`src/rtl/lsu_dtag_wrctl_pkg.sv`:
```
// Shared definitions for the D-cache tag write controller.
//   - Array geometry: tag width (excluding parity), set index width, way count.
//   - way_onehot(): binary way number to one-hot way mask.
package lsu_dtag_wrctl_pkg;

    localparam int L1D_TAG_W     = 29;             // tag bits per way, PA[39:11]
    localparam int L1D_PAR_W     = 1;              // one even-parity bit per way
    localparam int L1D_DATA_W    = L1D_TAG_W + L1D_PAR_W;
    localparam int L1D_IDX_W     = 7;              // 128 sets
    localparam int L1D_WAY_COUNT = 4;
    localparam int L1D_WAY_BIN_W = 2;

    function automatic logic [L1D_WAY_COUNT-1:0] way_onehot(input logic [L1D_WAY_BIN_W-1:0] way);
        logic [L1D_WAY_COUNT-1:0] mask;
        mask      = '0;
        mask[way] = 1'b1;
        return mask;
    endfunction

endpackage

```
`src/rtl/lsu_dtag_wrctl_par_gen.sv`:
```
// Even-parity generator for a dtag entry (combinational).
// The tag is reduced in four byte-sized groups ([7:0], [15:8], [23:16], [28:24])
// so the write side has the same XOR tree shape as the read-side checker.
// Ports:
//   tag    in   L1D_TAG_W  tag being written
//   flip   in   1          invert the generated parity (error injection)
//   parity out  1          stored parity bit; ^{tag, parity} == 0 when flip is 0
module lsu_dtag_wrctl_par_gen
    import lsu_dtag_wrctl_pkg::*;
(
    input  logic [L1D_TAG_W-1:0] tag,
    input  logic                 flip,
    output logic                 parity
);

    logic [3:0] grp_par;

    assign grp_par[0] = ^tag[7:0];
    assign grp_par[1] = ^tag[15:8];
    assign grp_par[2] = ^tag[23:16];
    assign grp_par[3] = ^tag[28:24];

    assign parity = (^grp_par) ^ flip;

endmodule

```
`src/rtl/lsu_dtag_wrctl.sv`:
```
// D-cache tag array write controller.
// Arbitrates L2 fill tag writes and ASI diagnostic tag writes, and runs a
// full-array invalidate sweep after every reset and on sweep_req. All writes
// leave through one registered port: a request granted in cycle N is acked
// combinationally in N and written to dtag in N+1.
// Handshake: a requester holds *_req with stable payload until it sees *_ack
// high in the same cycle; a req still high in the next cycle is a new request.
// Ports:
//   rclk, rst_l, se                     clock, async active-low reset, scan enable
//   fill_req/idx/way/tag, fill_ack      L2 fill tag write request
//   diag_req/idx/way/tag/par_flip,
//   diag_ack                            ASI diagnostic tag write request
//   sweep_req, sweep_busy               invalidate sweep start pulse / in progress
//   dtag_wr_en/idx/way/data             registered tag array write port
module lsu_dtag_wrctl
    import lsu_dtag_wrctl_pkg::*;
(
    input  logic                     rclk,
    input  logic                     rst_l,
    input  logic                     se,
    input  logic                     fill_req,
    input  logic [L1D_IDX_W-1:0]     fill_idx,
    input  logic [L1D_WAY_BIN_W-1:0] fill_way,
    input  logic [L1D_TAG_W-1:0]     fill_tag,
    output logic                     fill_ack,
    input  logic                     diag_req,
    input  logic [L1D_IDX_W-1:0]     diag_idx,
    input  logic [L1D_WAY_BIN_W-1:0] diag_way,
    input  logic [L1D_TAG_W-1:0]     diag_tag,
    input  logic                     diag_par_flip,
    output logic                     diag_ack,
    input  logic                     sweep_req,
    output logic                     sweep_busy,
    output logic                     dtag_wr_en,
    output logic [L1D_IDX_W-1:0]     dtag_wr_idx,
    output logic [L1D_WAY_COUNT-1:0] dtag_wr_way,
    output logic [L1D_DATA_W-1:0]    dtag_wr_data
);

    typedef enum logic [1:0] {
        ST_IDLE  = 2'd0,
        ST_SWEEP = 2'd1,
        ST_DONE  = 2'd2
    } state_t;

    localparam int OUT_W = 1 + L1D_IDX_W + L1D_WAY_COUNT + L1D_DATA_W;
    localparam logic [L1D_IDX_W-1:0] LAST_IDX = '1;

    // Scan is handled by the flop library in the full chip; unused here.
    logic unused_se;
    assign unused_se = se;

    state_t               state_q, state_d;
    logic [L1D_IDX_W-1:0] cnt_q, cnt_d;
    // Set when the last grant went to fill while diag was also waiting;
    // gives diag the next contested slot so the two alternate.
    logic                 fill_last_q, fill_last_d;
    logic                 fill_gnt, diag_gnt, sweep_wr;

    // ---------------- FSM and arbitration ----------------
    always_ff @(posedge rclk or negedge rst_l) begin
        if (!rst_l) begin
            state_q     <= ST_SWEEP;   // array is always initialised after reset
            cnt_q       <= '0;
            fill_last_q <= 1'b0;
        end else begin
            state_q     <= state_d;
            cnt_q       <= cnt_d;
            fill_last_q <= fill_last_d;
        end
    end

    always_comb begin
        state_d     = state_q;
        cnt_d       = cnt_q;
        fill_last_d = fill_last_q;
        fill_gnt    = 1'b0;
        diag_gnt    = 1'b0;
        sweep_wr    = 1'b0;
        case (state_q)
            ST_SWEEP: begin
                sweep_wr = 1'b1;
                cnt_d    = cnt_q + 1'b1;   // wraps 127 -> 0
                if (cnt_q == LAST_IDX) begin
                    state_d = ST_DONE;
                end
            end
            ST_DONE: begin
                state_d = ST_IDLE;
            end
            ST_IDLE: begin
                // The sweep's first write lands one cycle after any grant
                // made here, so a grant and sweep start may share this cycle.
                if (sweep_req) begin
                    state_d = ST_SWEEP;
                    cnt_d   = '0;
                end
                if (fill_req && !(diag_req && fill_last_q)) begin
                    fill_gnt    = 1'b1;
                    fill_last_d = diag_req;
                end else if (diag_req) begin
                    diag_gnt    = 1'b1;
                    fill_last_d = 1'b0;
                end
            end
            default: begin
                state_d = ST_IDLE;
            end
        endcase
    end

    assign fill_ack   = fill_gnt;
    assign diag_ack   = diag_gnt;
    assign sweep_busy = (state_q == ST_SWEEP);

    // ---------------- write data path ----------------
    logic [L1D_TAG_W-1:0]     tag_sel;
    logic [L1D_IDX_W-1:0]     idx_sel;
    logic [L1D_WAY_BIN_W-1:0] way_sel;
    logic                     par_bit;

    assign tag_sel = diag_gnt ? diag_tag : fill_tag;
    assign idx_sel = diag_gnt ? diag_idx : fill_idx;
    assign way_sel = diag_gnt ? diag_way : fill_way;

    lsu_dtag_wrctl_par_gen u_par_gen (
        .tag    (tag_sel),
        .flip   (diag_gnt & diag_par_flip),
        .parity (par_bit)
    );

    // Single output flop bank {wr_en, idx, way, data}. Without a write the
    // enable drops and idx/way/data keep their last value.
    logic [OUT_W-1:0] out_q, out_d;

    always_comb begin
        out_d = {1'b0, out_q[OUT_W-2:0]};
        if (sweep_wr) begin
            out_d = {1'b1, cnt_q, {L1D_WAY_COUNT{1'b1}}, {L1D_DATA_W{1'b0}}};
        end else if (fill_gnt || diag_gnt) begin
            out_d = {1'b1, idx_sel, way_onehot(way_sel), par_bit, tag_sel};
        end
    end

    always_ff @(posedge rclk or negedge rst_l) begin
        if (!rst_l) begin
            out_q <= '0;
        end else begin
            out_q <= out_d;
        end
    end

    assign {dtag_wr_en, dtag_wr_idx, dtag_wr_way, dtag_wr_data} = out_q;

endmodule
```
`config.mk`:
```
export PLATFORM = sky130hd
export DESIGN_NAME = lsu_dtag_wrctl
export DESIGN_NICKNAME = d
export VERILOG_FILES = /design/src/rtl/lsu_dtag_wrctl_pkg.sv /design/src/rtl/lsu_dtag_wrctl_par_gen.sv /design/src/rtl/lsu_dtag_wrctl.sv
export SDC_FILE = /design/constraint.sdc
export NUM_CORES = 1
export LEC_CHECK = 0
export BUFFER_PORTS_ARGS = -buffer_cell sky130_fd_sc_hd__buf_2
export CAP_MARGIN = 0
export CELL_PAD_IN_SITES_DETAIL_PLACEMENT = 1
export CELL_PAD_IN_SITES_GLOBAL_PLACEMENT = 1
export CORE_ASPECT_RATIO = 1.5
export CORE_MARGIN = 3
export CORE_UTILIZATION = 38
export DETAILED_ROUTE_END_ITERATION = 7
export GPL_TIMING_DRIVEN = 0
export HOLD_SLACK_MARGIN = 0.05
export PLACE_DENSITY = 0.83
export SYNTH_ARGS = -nofsm -noshare
export SYNTH_HDL_FRONTEND = slang
export SYNTH_SLANG_ARGS = --single-unit
```
`constraint.sdc`:
```
create_clock -name rclk -period 3.4 [get_ports rclk]
set_clock_uncertainty 0.1 [all_clocks]
set_input_delay 0.34 -clock rclk [delete_from_list [all_inputs] [get_ports rclk]]
set_output_delay 0.34 -clock rclk [all_outputs]
set_load 0.05 [all_outputs]
```
==> results of run 1 <==
## stage by stage
step / instance area, um2 / hold slack [ns] / total power [mW] / util / std cells
floorplan: 2970 / -0.0556 / 1.29 / - / 299
global placement: 3720 / 0.362 / 1.48 / 0.502 / 525
detailed placement: 3720 / 0.384 / 1.51 / 0.502 / 525
CTS: 3810 / 0.133 / 1.88 / 0.514 / 533
global route: 3810 / 0.138 / 1.98 / 0.514 / 533
finish: 3810 / 0.141 / 1.86 / 0.514 / 533
## worst max-delay path, delay by kind of cell (launching register included)
kind | cells | cell delay (ns)
buffers and inverters | 4 | 0.98
flip-flops | 1 | 0.57
AND/OR/NAND/NOR | 3 | 0.35
## how the worst min path moves through the flow
stage / slack, ns / from / cells past startpoint / end
after global placement: 0.36 / fill_last_q / 2 / fill_last_q
after detailed placement: 0.38 / out_q[33] / 2 / out_q[33]
after floorplan: -0.06 / rst_l / 0 / cnt_q[0]
after CTS: 0.13 / diag_idx[4] / 3 / out_q[38]
after global routing: 0.14 / diag_idx[4] / 3 / out_q[38]
final: 0.14 / diag_idx[4] / 3 / out_q[38]
## cells in the final DEF (no fill, tap or decap)
master      n
xnor2_2     2
a22o_1      2
nand2b_1    2
a31oi_1     3
and3_1      1
o21bai_1    1
o21a_1      1
xnor2_1    42
dfstp_2     1
nand2_1    19
a22oi_1     5
a221o_1     1
o21ai_0     3
mux2i_1    31
nor2_1      6
o311ai_1    1
xor2_1      7
nand4_1     2
clkbuf_8    6
a21o_1      1
o22ai_1     1
ha_1        1
dfrtp_1    51
clkinv_1    1
a21oi_1     5
nor3_1      1
o31ai_1     2
clkbuf_1   12
nand3_1    42
or2_1       1
buf_2     133
buf_1       1
o21ai_1    37
inv_2       3
nand3b_1    2
xnor3_1     3
## routing by layer
layer	vias up	global-route usage	routed length [um]
met2	100	0.426	5200
met3	19	0.0591	681
li1	1316	-	-
met1	1377	0.220	3380
met4	0	0.0770	266
met5	-	0	0
## synthesized netlist by cell type, types with 2 or more instances
library cell	n	area, um2
nand2_1	19	71.3
nand3_1	42	210
nand2b_1	2	12.5
a22oi_1	5	37.5
o31ai_1	2	15.0
a22o_1	2	17.5
mux2i_1	31	310
nor2_1	6	22.5
o21ai_1	37	185
xor2_1	7	61.3
buf_2	7	35.0
dfrtp_1	51	1280
inv_2	3	11.3
nand4_1	2	12.5
clkbuf_1	10	37.5
nand3b_1	2	15.0
o21ai_0	3	15.0
a21oi_1	5	25.0
xnor3_1	3	67.6
xnor2_1	42	368
a31oi_1	3	18.8
xnor2_2	2	32.5
## logic make-up after synthesis
family	after synthesis	share of synthesized area
AOI/OAI and AO/OA	63	0.122
xor gates and xnor gates	54	0.178
adders and majority gates	1	0.00421
buffers and inverters	22	0.0308
DFF	52	0.439
muxes	31	0.105
and+or+nand+nor	76	0.122
## sequential cells by signal, summed over array words and instances, names as in the netlist
register / flops
state_q: 2
fill_last_q: 1
cnt_q: 7
out_q: 42
## power breakdown
| group | internal [mW] | leakage (nW) | switching [mW] |
|---|---|---|---|
| combinational | 0.285 | 1.12 | 0.406 |
| sequential | 0.710 | 0.672 | 0.0873 |
| clock | 0.167 | 0.0455 | 0.202 |
## final cells by class
cell class / count / area [um2]
buffer: 18 / 76.3
clock buffer: 8 / 90.1
fill: 944 / 3600
inverter: 4 / 15.0
multi-input combinational: 225 / 1580
sequential: 52 / 1300
tap: 100 / 125
timing repair buffer: 126 / 631
==> flow_metrics.env, run 1 <==
export IMPL_period_share=0.783
export IMPL_die_y_um=114
export IMPL_crit_type="reg2out"
export IMPL_syn_avg_cell_area_um2=9.93
export IMPL_finalHoldViolations=0
export IMPL_critPathSlowestCell="dfstp_2"
export IMPL_ys_types=35
export IMPL_grt_pass1_wl_mm=15.3
export IMPL_place_gp_congestion=0.816
export IMPL_yosys_warnings=0
export IMPL_critPathCaptureType="primary output"
export IMPL_worstSkewPairLatency_ns=0.31
export IMPL_synthArstFlopShare=1.00
export IMPL_dieArea_um2=8930
export IMPL_die_x_um=78.2
export IMPL_cts_buffer_depth=2
export IMPL_syn2layout_area_growth_pct=28.5
export IMPL_grt_max_degree=53
export IMPL_hp_class="in2reg"
export IMPL_syn_inst=299
export IMPL_path_common_cell="buf_2"
export IMPL_grt_overflow=0
export IMPL_cts_buffers=5
export IMPL_seq_area_frac_synth=0.439
export IMPL_p_per_area_nw_per_um2=487
export IMPL_ys_ff_latch=52
export IMPL_min_period_ns=2.66
export IMPL_cp_start_kind="flip-flop"
export IMPL_layout_setup_ws_ns=0.737
export IMPL_crit_required_ns=2.96
export IMPL_fmax_mhz=376
export IMPL_synth_nets=383
export IMPL_fin_nets=516
export IMPL_num_vias=2812
export IMPL_grt_pass1_vias=3110
export IMPL_crit_end="fill_ack"
export IMPL_cts_sinks=52
export IMPL_cts_setup_buffers=0
export IMPL_synth_edf_count=0
export IMPL_initial_utilization=0.400
export IMPL_drc=0
export IMPL_drive_above_1_share=0.335
export IMPL_portBuffers=126
export IMPL_tritoncts="done"
export IMPL_ff2ff_path_depth=6
export IMPL_cts_root_buf="clkbuf_8"
export IMPL_rrSetupSlack_ns=1.31
export IMPL_wl_mm=9.53
export IMPL_drt_iter0_markers=101
export IMPL_crit_chain="nor2_1 > nand3_1 > buf_2 > inv_2 > buf_2 > nor2_1 > buf_2"
export IMPL_maxCapViolations=0
export IMPL_startpoint="state_q[0]"
export IMPL_p_leak_nw=1.84
export IMPL_syn_cell_area_um2=2970
export IMPL_antenna_found_initial=0
export IMPL_first_pass_iters=4
export IMPL_ant_nets=0
export IMPL_hpwl_mm=7.57
export IMPL_maxSlewHeadroom=0.190
export IMPL_worst_pin_slew_ns=1.21
export IMPL_via_per_inst=5.28
export IMPL_fin_tns_setup_ns=0
export IMPL_path_max_fanout=10
export IMPL_num_io_pins=128
export IMPL_setup_viol=0
export IMPL_rr_endpoint="out_q[16]"
export IMPL_core_area_um2=7420
export IMPL_status="finished clean"
export IMPL_clkTransAtPathRegs_ns=0.09
export IMPL_cp_arrival_ns=2.22
export IMPL_rsz0062_at_grt="no"
export IMPL_yosys_most_used_dff="dfrtp_1"
export IMPL_cts_resized=0
export IMPL_diodes=0
export IMPL_h_tree_depth=2
export IMPL_r2r_start="state_q[0]"
export IMPL_grt_usage=0.219
export IMPL_final_max_slew_viol_count=0
export IMPL_row_count=38
export IMPL_max_stage_delay_ns=0.57
export IMPL_dp_worst_setup_slack_ns=1.08
export IMPL_ir_worst_vdd_uv=202
export IMPL_drt_wirelength_per_cell_um=17.9
export IMPL_postCtsHoldBufs=0
(Power assumes the default switching activity.)
==> run 2, diff against run 1 <==
--- a/config.mk
+++ b/config.mk
@@ -5,17 +5,18 @@
 export SDC_FILE = /design/constraint.sdc
 export NUM_CORES = 1
 export LEC_CHECK = 0
+export ABC_AREA = 1
 export BUFFER_PORTS_ARGS = -buffer_cell sky130_fd_sc_hd__buf_2
 export CAP_MARGIN = 0
 export CELL_PAD_IN_SITES_DETAIL_PLACEMENT = 1
 export CELL_PAD_IN_SITES_GLOBAL_PLACEMENT = 1
 export CORE_ASPECT_RATIO = 1.5
 export CORE_MARGIN = 3
-export CORE_UTILIZATION = 38
+export CORE_UTILIZATION = 34
 export DETAILED_ROUTE_END_ITERATION = 7
 export GPL_TIMING_DRIVEN = 0
 export HOLD_SLACK_MARGIN = 0.05
-export PLACE_DENSITY = 0.83
+export PLACE_DENSITY = 0.77
 export SYNTH_ARGS = -nofsm -noshare
 export SYNTH_HDL_FRONTEND = slang
 export SYNTH_SLANG_ARGS = --single-unit
==> constraint.sdc (replaced) <==
create_clock -name rclk -period 2.8 [get_ports rclk]
set_clock_uncertainty 0.1 [all_clocks]
set_input_delay 0.28 -clock rclk [delete_from_list [all_inputs] [get_ports rclk]]
set_output_delay 0.28 -clock rclk [all_outputs]
set_load 0.05 [all_outputs]
==> flow_metrics.env, run 2 <==
export IMPL_cp_arrival_ns=2.19
export IMPL_dpl_cell_count=876
export IMPL_h_tree_depth=2
export IMPL_die_x_um=91.9
export IMPL_grt_max_degree=53
export IMPL_fin_cells=884
export IMPL_p_per_area_nw_per_um2=584
export IMPL_hp_class="in2reg"
export IMPL_fin_tns_setup_ns=0
export IMPL_ys_ff_latch=52
export IMPL_antenna_found_initial=0
export IMPL_maxSlewHeadroom=0.181
export IMPL_drive_above_1_share=0.235
export IMPL_synth_edf_count=0
export IMPL_grt_pass1_vias=4714
export IMPL_critPathCaptureType="primary output"
export IMPL_row_count=46
export IMPL_period_share=0.918
export IMPL_cts_root_buf="clkbuf_16"
export IMPL_clkTransAtPathRegs_ns=0.07
export IMPL_drt_wirelength_per_cell_um=15.4
export IMPL_hpwl_mm=11.0
export IMPL_ys_types=30
export IMPL_synthXorXnorAreaFrac=0
export IMPL_fmax_mhz=389
export IMPL_cts_buffers=5
export IMPL_regMostFlops="out_q"
export IMPL_cts_resized=0
export IMPL_syn_cell_area_um2=3770
export IMPL_whs_ns=0.105
export IMPL_synthArstFlopShare=1.00
export IMPL_fin_nets=823
export IMPL_grt_pass1_wl_mm=22.1
export IMPL_dp_worst_setup_slack_ns=0.343
export IMPL_die_y_um=135
export IMPL_largestRegisters="out_q (42), cnt_q (7), state_q (2)"
export IMPL_worst_pin_slew_ns=1.23
export IMPL_wl_mm=13.7
export IMPL_synth_compound_area_share=0.113
export IMPL_worstSkewPairLatency_ns=0.29
export IMPL_synthTopCellsByCount="nand2_1 (320), inv_1 (67), dfrtp_1 (51), o21ai_0 (38), nand4_1 (21)"
export IMPL_utilization=0.443
export IMPL_finalHoldViolations=0
export IMPL_synth_nets=691
export IMPL_maxCapViolations=0
export IMPL_netlist_top_cell_by_area="dfrtp_1"
export IMPL_tritoncts="done"
export IMPL_layout_setup_ws_ns=0.229
export IMPL_yosys_warnings=0
export IMPL_syn_avg_cell_area_um2=6.20
export IMPL_portBuffers=125
export IMPL_postCtsHoldBufs=0
export IMPL_setup_viol=0
export IMPL_first_pass_iters=4
export IMPL_final_common_cell="nand2_1"
export IMPL_yosysMostFrequentCell="nand2_1"
export IMPL_synthAdderAreaFrac=0.00332
export IMPL_num_io_pins=128
export IMPL_muxShareOfSynthArea=0
export IMPL_num_vias=4385
export IMPL_syn_inst=607
export IMPL_largest_reg_flops=42
export IMPL_status="finished clean"
export IMPL_yosys_most_used_dff="dfrtp_1"
export IMPL_drc=0
export IMPL_cts_sinks=52
export IMPL_crit_type="reg2out"
export IMPL_core_area_um2=10700
export IMPL_grt_usage=0.222
export IMPL_syn2layout_area_growth_pct=25.8
export IMPL_cp_start_kind="flip-flop"
export IMPL_min_period_ns=2.57
export IMPL_place_gp_congestion=0.882
export IMPL_n_fill_cell=1521
export IMPL_crit_required_ns=2.42
export IMPL_ant_nets=0
export IMPL_synth_top_family_by_area="simple AND/OR/NAND/NOR gates"
export IMPL_p_leak_nw=2.87
export IMPL_cts_setup_buffers=0
export IMPL_diodes=0
export IMPL_seq_area_frac_synth=0.346
export IMPL_path_max_fanout=10
export IMPL_ys_top_cells_by_area="dfrtp_1 (34%), nand2_1 (32%), inv_1 (6.7%)"
export IMPL_final_max_slew_viol_count=0
export IMPL_layout_common_cells="nand2_1 (320), buf_2 (136), inv_1 (67), dfrtp_1 (51), o21ai_0 (38)"
export IMPL_cts_buffer_depth=2
export IMPL_initial_utilization=0.352
export IMPL_dieArea_um2=12400
export IMPL_grt_overflow=0
export IMPL_drt_iter0_markers=93
export IMPL_rsz0062_at_grt="no"
export IMPL_synth_simple_area_share=0.420
export IMPL_via_per_inst=4.96
export IMPL_ir_worst_vdd_uv=298
export IMPL_synth_top_area_share=0.339
## run 2: cell count changes after synthesis, moves of 7 or more
cell     change
nand3_1     -27
nor2_1       +9
xor2_1       -7
buf_6        +7
mux2i_1     -31
xnor2_1     -42
o21ai_1     -24
nand4_1     +19
nand2_1    +301
inv_1       +67
o21ai_0     +35
## run 2: critical path, cell delays in order, from the launching register on
cell and delay, ns:
dfrtp_1 0.42, nor2_4 0.26, buf_2 0.28, nand2_1 0.09
inv_1 0.07, clkbuf_1 0.41, buf_2 0.36
## run 2: cell families after synthesis
group,count (synthesis)
simple gates,384
fa+ha+maj,1
buf+inv,98
flops,52
compound gates,72
## run 2: per-layer routing
layer  up-vias  share of wire  track usage
li1       2148              -            -
met1      2104           0.38        0.233
met2       119           0.55        0.450
met3        14          0.050       0.0284
met4         0          0.015       0.0653
met5         -              0            0
## run 2: layout make-up
type	count	area, um2	share of cell area
clock buffer	5	125	0.0264
multi-input combinational	457	2020	0.426
sequential	52	1300	0.275
clock inverter	3	42.5	0.00898
inverter	69	259	0.0546
buffer	29	186	0.0393
timing repair buffer	125	626	0.132
tap	144	180	0.0380
## run 2: path summary, 6_finish.rpt
| kind | cells after the start | to | startpoint | slack (ns) |
|---|---|---|---|---|
| max | 6 | fill_ack | state_q[1] | 0.23 |
| min | 3 | state_q[0] | sweep_req | 0.11 |
| max reg2reg | 14 | out_q[29] | state_q[1] | 0.32 |
| min reg2reg | 2 | out_q[10] | out_q[10] | 0.38 |
| max in group asynchronous | 1 | out_q[20] | rst_l | 1.71 |
| min in group asynchronous | 1 | cnt_q[5] | rst_l | 0.13 |
## run 2: where the power goes
group,internal (mW),switching [mW],total (mW)
sequential,0.881,0.0951,0.976
combinational,0.313,0.768,1.08
clock,0.421,0.292,0.713
## run 2: stage by stage
stage / total power [mW] / area, um2
finish: 2.77 / 4740
global placement: 2.03 / 4570
floorplan: 1.73 / 3770
global route: 2.94 / 4740
detailed placement: 2.08 / 4570
CTS: 2.79 / 4740
==> run 3, diff against run 2 <==
--- a/config.mk
+++ b/config.mk
@@ -5,14 +5,13 @@
 export SDC_FILE = /design/constraint.sdc
 export NUM_CORES = 1
 export LEC_CHECK = 0
-export ABC_AREA = 1
 export BUFFER_PORTS_ARGS = -buffer_cell sky130_fd_sc_hd__buf_2
 export CAP_MARGIN = 0
 export CELL_PAD_IN_SITES_DETAIL_PLACEMENT = 1
 export CELL_PAD_IN_SITES_GLOBAL_PLACEMENT = 1
 export CORE_ASPECT_RATIO = 1.5
 export CORE_MARGIN = 3
-export CORE_UTILIZATION = 34
+export CORE_UTILIZATION = 35
 export DETAILED_ROUTE_END_ITERATION = 7
 export GPL_TIMING_DRIVEN = 0
 export HOLD_SLACK_MARGIN = 0.05
==> flow_metrics.env, run 3 (same netlist as run 1, synthesis figures left out) <==
export IMPL_status="finished clean"
export IMPL_die_x_um=81.2
export IMPL_grt_overflow=0
export IMPL_crit_type="reg2out"
export IMPL_rrSetupSlack_ns=0.65
export IMPL_die_y_um=119
export IMPL_maxSlewHeadroom=0.215
export IMPL_num_io_pins=128
export IMPL_largestRegisters="out_q (42), cnt_q (7), state_q (2)"
export IMPL_rsz0062_at_grt="no"
export IMPL_worstSkewPairLatency_ns=0.29
export IMPL_r2r_start="state_q[0]"
export IMPL_cts_buffer_depth=2
export IMPL_grt_usage=0.203
export IMPL_hpwl_mm=7.53
export IMPL_p_leak_nw=1.86
export IMPL_dieArea_um2=9650
export IMPL_cp_start_kind="flip-flop"
export IMPL_grt_max_degree=53
export IMPL_final_max_slew_viol_count=0
export IMPL_path_common_cell="clkbuf_1"
export IMPL_wl_met1_mm=3.40
export IMPL_cp_arrival_ns=2.18
export IMPL_place_gp_congestion=0.777
export IMPL_regMostFlops="out_q"
export IMPL_grt_pass1_wl_mm=15.1
export IMPL_critPathSlowestCell="dfstp_2"
export IMPL_p_per_area_nw_per_um2=628
export IMPL_largest_reg_flops=42
export IMPL_ant_nets=0
export IMPL_postCtsHoldBufs=0
export IMPL_max_stage_delay_ns=0.57
export IMPL_core_area_um2=8160
export IMPL_cts_resized=0
export IMPL_fin_cells=538
export IMPL_routed_wl_met3_um=650
export IMPL_highest_layer="met4"
export IMPL_crit_end="sweep_busy"
export IMPL_portBuffers=126
export IMPL_fin_nets=516
export IMPL_syn2layout_area_growth_pct=30.7
export IMPL_h_tree_depth=2
export IMPL_grt_pass1_vias=3071
export IMPL_ir_worst_vdd_uv=375
export IMPL_rr_endpoint="out_q[27]"
export IMPL_crit_required_ns=2.42
export IMPL_path_max_fanout=10
export IMPL_cts_buffers=5
export IMPL_fin_tns_setup_ns=0
export IMPL_row_count=40
export IMPL_num_vias=2772
export IMPL_cts_setup_buffers=0
export IMPL_hp_class="in2reg"
export IMPL_critPathCaptureType="primary output"
export IMPL_min_period_ns=2.56
export IMPL_period_share=0.914
export IMPL_diodes=0
export IMPL_cts_sinks=52
export IMPL_fmax_mhz=391
export IMPL_cts_root_buf="clkbuf_16"
export IMPL_startpoint="state_q[0]"
export IMPL_clkTransAtPathRegs_ns=0.06
export IMPL_maxCapViolations=0
export IMPL_dr_wl_met2_mm=5.29
export IMPL_tritoncts="done"
export IMPL_final_common_cell="buf_2"
export IMPL_drt_wirelength_per_cell_um=17.6
export IMPL_worst_pin_slew_ns=1.18
export IMPL_drt_iter0_markers=108
export IMPL_antenna_found_initial=0
export IMPL_via_per_inst=5.15
export IMPL_ff2ff_path_depth=6
export IMPL_layout_common_cells="buf_2 (133), dfrtp_1 (51), nand3_1 (42), xnor2_1 (42), o21ai_1 (37)"
export IMPL_drc=0
export IMPL_initial_utilization=0.364
export IMPL_crit_chain="nand2b_1 > clkbuf_1 > inv_2 > clkbuf_1 > buf_2"
export IMPL_first_pass_iters=4
export IMPL_wl_mm=9.44
export IMPL_drive_above_1_share=0.337
export IMPL_finalHoldViolations=0
export IMPL_dpl_cell_count=530
export IMPL_setup_viol=0
run 3: layout make-up:
class,count,area [um2]
Inverter,4,15.0
Buffer,18,76.3
Clock inverter,1,7.51
Timing Repair Buffer,126,631
Sequential cell,52,1300
Fill cell,1017,4280
Tap cell,105,131
Clock buffer,7,143
Multi-Input combinational cell,225,1580
run 3: worst max-delay path, delay by kind of cell (launching register included):
| kind | cells | cell delay [ns] |
|---|---|---|
| buffers and inverters | 4 | 1.26 |
| and+or+nand+nor | 1 | 0.07 |
| DFF | 1 | 0.57 |
run 3: power breakdown:
part | switching, mW | internal, mW | leakage (nW)
Combinational | 0.503 | 0.348 | 1.12
Sequential | 0.109 | 0.863 | 0.672
Clock | 0.261 | 0.356 | 0.0701
run 3: worst min-delay path by stage:
stage	start	endpoint	slack, ns	cells past startpoint
3_5_place_dp	fill_last_q	fill_last_q	0.38	2
4_1_cts	diag_idx[3]	out_q[37]	0.10	3
3_3_place_gp	fill_last_q	fill_last_q	0.37	2
2_1_floorplan	rst_l	cnt_q[0]	-0.12	0
5_1_grt	diag_idx[3]	out_q[37]	0.12	3
6_report	diag_idx[3]	out_q[37]	0.11	3
run 3: layer usage:
metal,vias to the layer above,track usage
li1,1317,-
met2,103,0.394
met4,0,0.0476
met1,1344,0.213
met3,8,0.0450
met5,-,0
run 3: through the flow:
step	util	hold slack, ns	power (mW)	instance area, um2	setup WS [ns]
global placement	0.457	0.367	1.80	3730	0.578
floorplan	-	-0.116	1.57	2970	0.443
global route	0.476	0.123	2.58	3880	0.132
finish	0.476	0.113	2.44	3880	0.239
CTS	0.476	0.105	2.47	3880	0.255
detailed placement	0.457	0.381	1.84	3730	0.575
